**src/rtl/noc_out_arbiter.sv**
```systemverilog
// noc_out_arbiter: wormhole-aware round-robin arbiter for one router output.
// A head flit wins the port, which then stays locked to that requester until
// its tail flit transfers, so packets never interleave on the link.
// Optional stall watchdog: define NOC_ARB_WDOG_EN to build it in; otherwise
// wdog_err_o is tied low.
module noc_out_arbiter #(
  parameter int N_REQ       = 5,
  parameter int WDOG_CYCLES = 256
) (
  input  logic                     clk_noc,
  input  logic                     arst_noc,
  input  logic [N_REQ-1:0]         req_i,
  input  logic [N_REQ-1:0]         head_i,
  input  logic [N_REQ-1:0]         tail_i,
  input  logic                     ready_i,
  output logic [N_REQ-1:0]         grant_o,
  output logic [$clog2(N_REQ)-1:0] grant_idx_o,
  output logic                     valid_o,
  output logic                     locked_o,
  output logic                     wdog_err_o
);

  localparam int IDX_W = $clog2(N_REQ);

  // Elaboration-time guard on the supported parameter ranges.
  if (N_REQ < 2 || N_REQ > 8 || WDOG_CYCLES < 2 || WDOG_CYCLES > 65535) begin : g_bad_cfg
    $error("noc_out_arbiter: parameter out of range");
  end

  typedef enum logic {IDLE, LOCKED} state_t;

  state_t           state, state_nxt;
  logic [IDX_W-1:0] ptr, ptr_nxt;
  logic [IDX_W-1:0] owner, owner_nxt;
  logic [IDX_W-1:0] win_idx, sel;
  logic             win_found;
  logic             xfer;
  int               cand;

  function automatic logic [IDX_W-1:0] wrap_inc(input logic [IDX_W-1:0] i);
    return (i == IDX_W'(N_REQ - 1)) ? '0 : i + 1'b1;
  endfunction

  // Round-robin search over head-flit requesters, starting at ptr.
  always_comb begin
    win_found = 1'b0;
    win_idx   = '0;
    cand      = 0;
    for (int k = 0; k < N_REQ; k++) begin
      cand = int'(ptr) + k;
      if (cand >= N_REQ) cand = cand - N_REQ;
      if (!win_found && req_i[cand] && head_i[cand]) begin
        win_found = 1'b1;
        win_idx   = cand[IDX_W-1:0];
      end
    end
  end

  // Grant outputs and next-state: locked grant ignores every other requester,
  // and ready_i only feeds the next-state path, never the grant.
  always_comb begin
    grant_o     = '0;
    grant_idx_o = '0;
    state_nxt   = state;
    ptr_nxt     = ptr;
    owner_nxt   = owner;
    sel         = (state == LOCKED) ? owner : win_idx;

    if (state == LOCKED) begin
      if (req_i[owner]) begin
        grant_o[owner] = 1'b1;
        grant_idx_o    = owner;
      end
    end else if (win_found) begin
      grant_o[win_idx] = 1'b1;
      grant_idx_o      = win_idx;
    end

    valid_o  = |grant_o;
    locked_o = (state == LOCKED);
    xfer     = valid_o & ready_i;

    // ptr advances only when a packet completes; a head seen while locked is
    // treated as body data.
    if (xfer) begin
      case (state)
        IDLE: begin
          if (tail_i[sel]) begin
            ptr_nxt = wrap_inc(sel);
          end else begin
            state_nxt = LOCKED;
            owner_nxt = sel;
          end
        end
        LOCKED: begin
          if (tail_i[sel]) begin
            state_nxt = IDLE;
            ptr_nxt   = wrap_inc(sel);
          end
        end
        default: state_nxt = IDLE;
      endcase
    end
  end

  // Arbitration state register; reset drops any lock immediately.
  always_ff @(posedge clk_noc or posedge arst_noc) begin
    if (arst_noc) begin
      state <= IDLE;
      ptr   <= '0;
      owner <= '0;
    end else begin
      state <= state_nxt;
      ptr   <= ptr_nxt;
      owner <= owner_nxt;
    end
  end

`ifdef NOC_ARB_WDOG_EN
  localparam logic [15:0] WDOG_LIM = 16'(WDOG_CYCLES);

  logic [15:0] wdog_cnt;
  logic        wdog_err;
  logic        stall;

  assign stall      = (valid_o & ~ready_i) | (locked_o & ~valid_o);
  assign wdog_err_o = wdog_err;

  // Stall counter: cleared by any transfer (which covers every return to
  // IDLE), saturates at the limit; the error flag is sticky until reset.
  always_ff @(posedge clk_noc or posedge arst_noc) begin
    if (arst_noc) begin
      wdog_cnt <= '0;
      wdog_err <= 1'b0;
    end else if (xfer) begin
      wdog_cnt <= '0;
    end else if (stall && wdog_cnt != WDOG_LIM) begin
      wdog_cnt <= wdog_cnt + 16'd1;
      if (wdog_cnt + 16'd1 == WDOG_LIM) wdog_err <= 1'b1;
    end
  end
`else
  assign wdog_err_o = 1'b0;
`endif

endmodule

```
**config.mk**
```make
export PLATFORM = sky130hd
export DESIGN_NAME = noc_out_arbiter
export DESIGN_NICKNAME = d
export VERILOG_FILES = /design/src/rtl/noc_out_arbiter.sv
export SDC_FILE = /design/constraint.sdc
export NUM_CORES = 1
export LEC_CHECK = 0
export ABC_AREA = 1
export CAP_MARGIN = 20
export CORE_MARGIN = 10
export CORE_UTILIZATION = 25
export CTS_CLUSTER_SIZE = 25
export DETAILED_ROUTE_END_ITERATION = 7
export PLACE_DENSITY_LB_ADDON = 0.1
export SKIP_CTS_REPAIR_TIMING = 1
export SLEW_MARGIN = 20
export SYNTH_ARGS = -nofsm -noshare
export SYNTH_HDL_FRONTEND = slang
export SYNTH_SLANG_ARGS = --single-unit
export TNS_END_PERCENT = 10
```
**constraint.sdc**
```tcl
create_clock -name clk_noc -period 6.8 [get_ports clk_noc]
set_input_delay 1.02 -clock clk_noc [delete_from_list [all_inputs] [get_ports clk_noc]]
set_output_delay 1.02 -clock clk_noc [all_outputs]
set_load 0.03 [all_outputs]
```
* Yosys cells after proc, flatten, opt, wreduce, memory -nomap -nowiden
Index checks and enable logic that the tools add are counted. W data, S select, Z words.
Word-level totals: output and inout port bits 11, word-level logic and storage cells 113, input bits 18, bits in registers 7
Cells by class: bitwise operators 3, $lt $le $gt $ge 15, reduce and logical (&&, ||, !) cells 18, equality and inequality tests 1, add/sub/neg operators 10, mux-type cells 63
Operator list (number):
- $lt A32 B5 Y1 const B | 5
- $mux W32 | 5
- $bmux W1 S3 | 12
- $mux W3 | 11
- $mux W1 | 30
- $sub A4 B3 Y5 const B | 4
- $ge A4 B3 Y1 const B | 4
- $mux W5 | 3
- $lt A3 B4 Y1 const B | 3
- $logic_and A1 B1 Y1 | 11
- $add A3 B2 Y4 const B | 2
- $demux W1 S3 | 2
- $ge A3 B1 Y1 const B | 2
- $reduce_or A5 Y1 | 1
- $add A3 B1 Y4 const B | 1
- $add A3 B3 Y4 const B | 1
- $logic_not A1 Y1 | 4
- $sub A3 B3 Y4 const B | 1
- $add A3 B1 Y3 const B | 1
- $eq A3 B3 Y1 const B | 1
- $ge A3 B3 Y1 const B | 1
- $reduce_and A3 Y1 | 1
- $not A1 Y1 | 2
- $reduce_and A2 Y1 | 1
- $and A1 B1 Y1 | 1

* Longest topological paths before layout
depth after elaboration 32, gate-level depth with buffers 29, depth with buffers taken out 29

* Worst setup path after synthesis
Ideal clock, no wire load.
kind register to output, start point register ptr[1], end point output grant_o[2], buffers on the path 0, cell stages (with the launch flop) 22, data arrival time 2.915 ns, setup slack 2.865 ns, cell sequence dfrtp_1 > inv_1 > ha_1 > inv_1 > ha_1 > inv_1 > nand2_4 > inv_2 > nand2_2 > nand2_2 > nand2_1 > nand3_1 > nand2_1 > nand2_1 > nand2_1 > inv_2 > nand2_2 > nor2_4 > nand3_1 > nand2_1 > nand3_1 > o21ai_0
On the way: cells in the longest elaborated chain, start to end 29, elaborated cells between the ends (all ways) 79, classes of those cells 9 x add/sub; 7 x order compare; 49 x mux; 14 x reduce/logical
RTL lines:
- start, declared | line 33 | logic [IDX_W-1:0] ptr, ptr_nxt;
- start signal, assigned | line 114 | ptr <= ptr_nxt;
- branches (longest 27 deep; another with $sub A4 B3 Y5)
- $mux W5 (*) | line 74 | end else if (win_found) begin
- $mux W5 (*) | line 69 | if (state == LOCKED) begin
- end, declared | line 16 | output logic [N_REQ-1:0] grant_o,
Every way passes the cells marked *. The select of a mux whose other input is x is not followed.

* Final worst setup path
start point register ptr[0], end point output valid_o
On the way: cells in the longest elaborated chain, start to end 30, elaborated cells between the ends (all ways) 80, classes of those cells 9 x add/sub; 7 x order compare; 49 x mux; 15 x reduce/logical
RTL lines:
- branches (longest 27 deep; another with $sub A4 B3 Y5)
- $mux W5 (*) | line 74
- $mux W5 (*) | line 69
- $reduce_or A5 Y1 (*) | line 79 | valid_o = |grant_o;
- end, declared | line 18 | output logic valid_o,
Marked as above.

==> out/metrics.yaml <==
max_freq_mhz: 189
diodes: 0
dieHeight_um: 104
cp-end-kind: "output port"
period_share_pct: 77.7
viasPerCell: 4.47
critPathArrivalTime_ns: 4.27
yosys_warnings: 0
holdCritPathClass: "flop to flop"
rows: 30
grt_pass1_vias: 1868
syn_area_sq_um: 1770
postRouteAntennaNets: 0
cts_htree_levels: 1
final_cell_area_sq_um: 2190
layout-drive-gt1-share_pct: 14.3
antenna_found_initial: 0
tightestPinTransition_ns: 0.644
finalMaxSlewViolations: 0
worstPathRequired_ns: 5.78
yosysUniqueCellTypes: 34
fin_tns_setup_ns: 0
numCtsBuffers: 3
wl_per_cell_um: 12.2
path_clk_slew_ns: 0.04
drt_iter0_markers: 124
placed_cell_area_sq_um: 2150
io_buffers: 27
layout_commonest_cell: "nand2_1"
ys_seq_elements: 7
io_pins: 29
layout_common_cells: "90 x nand2_1, 44 x inv_1, 40 x nand3_1"
status: "complete, no violations"
maxSlewHeadroom_pct: 57.1
syn_avg_cell_area_sq_um: 5.80
min_period_ns: 5.29
cts_tree: "done"
yosysSeqAreaShare_pct: 9.87
grt_start_max_net_pins: 16
wirelength_um: 5240
die_w_um: 104
ff2ff_path_depth: 23
coreArea_sq_um: 6830
place.gp.congestion: 0.817
critPathKind: "flop to output port"
hold_depth: 2
drv_cap: 0
grt_usage_pct: 9.60
rsz0062_at_grt: "no"
clock_latency_ns: 0.23
drt_pass1_iterations: 4
clk_root_buffer_cell: "clkbuf_8"
hold_violations: 0
vias: 1925
cp_max_fo: 15
setup_viol: 0
whs_ns: 0.681
start_kind: "flop"
postSynthCellCount: 306
syn2layout_area_growth_pct: 23.5
finalClockSkew_ns: 0.000519
post-route-drc-count: 0
final_util_pct: 32.1
syn_nets: 337
numClockSinks: 7
clk_path_buf_depth: 2
grt_pass1_wl_um: 9000
dp_hpwl_um: 4560
die-area_sq_um: 10900
final_nets: 367
grt-ovfl-total: 0
initial_utilization_pct: 26.0
cell usage after synthesis, drive strengths merged:
cell / n / share of area, %
nor2: 30 / 8.0
o21bai: 3 / 1.3
ha: 13 / 9.2
a21oi: 4 / 1.6
nand2b: 1 / 0.35
a21boi: 1 / 0.42
buf: 2 / 1.1
conb: 1 / 0.21
nand2: 106 / 26
and2: 1 / 0.49
o211ai: 2 / 0.85
o22ai: 1 / 0.35
o32ai: 1 / 0.49
nand4: 10 / 4.2
nand3: 47 / 15
nand3b: 3 / 1.3
clkinv: 1 / 0.21
xor2: 2 / 0.99
dfrtp: 7 / 9.9
o21ai: 20 / 7.1
inv: 49 / 10
xnor2: 1 / 0.92
per-layer routing:
layer  part of all wire [%]  global-route usage [%]  vias up
li1                       -                       -     1046
met1                     47                    12.2      844
met2                     49                    17.0       28
met3                    2.3                   0.743        7
met4                    1.3                    2.39        0
met5                      0                       0        -
critical path, stage by stage (launching register included):
cell,delay (ns)
dfrtp_1,0.74
inv_1,0.30
ha_1,0.46
inv_2,0.15
nand3_1,0.10
nand2_2,0.13
nand3_2,0.10
nand2_1,0.15
nand3_1,0.09
nand2_1,0.10
nand3_2,0.14
nand3_1,0.12
nor2_1,0.06
nor2_2,0.08
nand2_1,0.10
nor2_4,0.18
nand2_1,0.10
nor2_1,0.09
nor2_1,0.07
nand4_2,0.10
clkdlybuf4s50_1,0.68
logic make-up after synthesis:
kind of cell	Yosys count	synth area share [%]
AO/OA/AOI/OAI	32	12.1
adder cells (fa/ha/maj)	13	9.17
AND/OR/NAND/NOR	198	55.1
buffers and inverters	52	11.6
XOR/XNOR	3	1.90
flip-flops	7	9.87
other	1	0.211
sequential cells by signal, summed over array words and instances (netlist names):
register and flops:
locked_o 1, ptr 3, owner 3
cell type report:
cell class	instances	area, sq um
clock buffers	4	45.0
repair buffers	27	270
flip-flops and latches	7	175
multi-input cells	247	1390
inverters	50	188
well taps	96	120
fillers	790	4640
through the flow:
step / worst slack, ns / instances
after floorplan: 2.86 / 306
after global placement: 1.81 / 427
after detailed placement: 1.78 / 427
after CTS: 1.53 / 431
after global routing: 1.12 / 431
final: 1.51 / 431
path summary, 6_finish.rpt:
path	endpoint	from	slack [ns]
hold / removal	ptr[1]	ptr[1]	0.68
setup reg to reg	owner[0]	ptr[0]	2.91
max in group asynchronous	owner[2]	arst_noc	5.53
setup / recovery	valid_o	ptr[0]	1.51
hold reg to reg	ptr[1]	ptr[1]	0.68
min in group asynchronous	ptr[1]	arst_noc	1.04
Power is left out: the tool's default activity adds up to more than one toggle a clock period on the data nets, which glitch-free logic cannot reach.
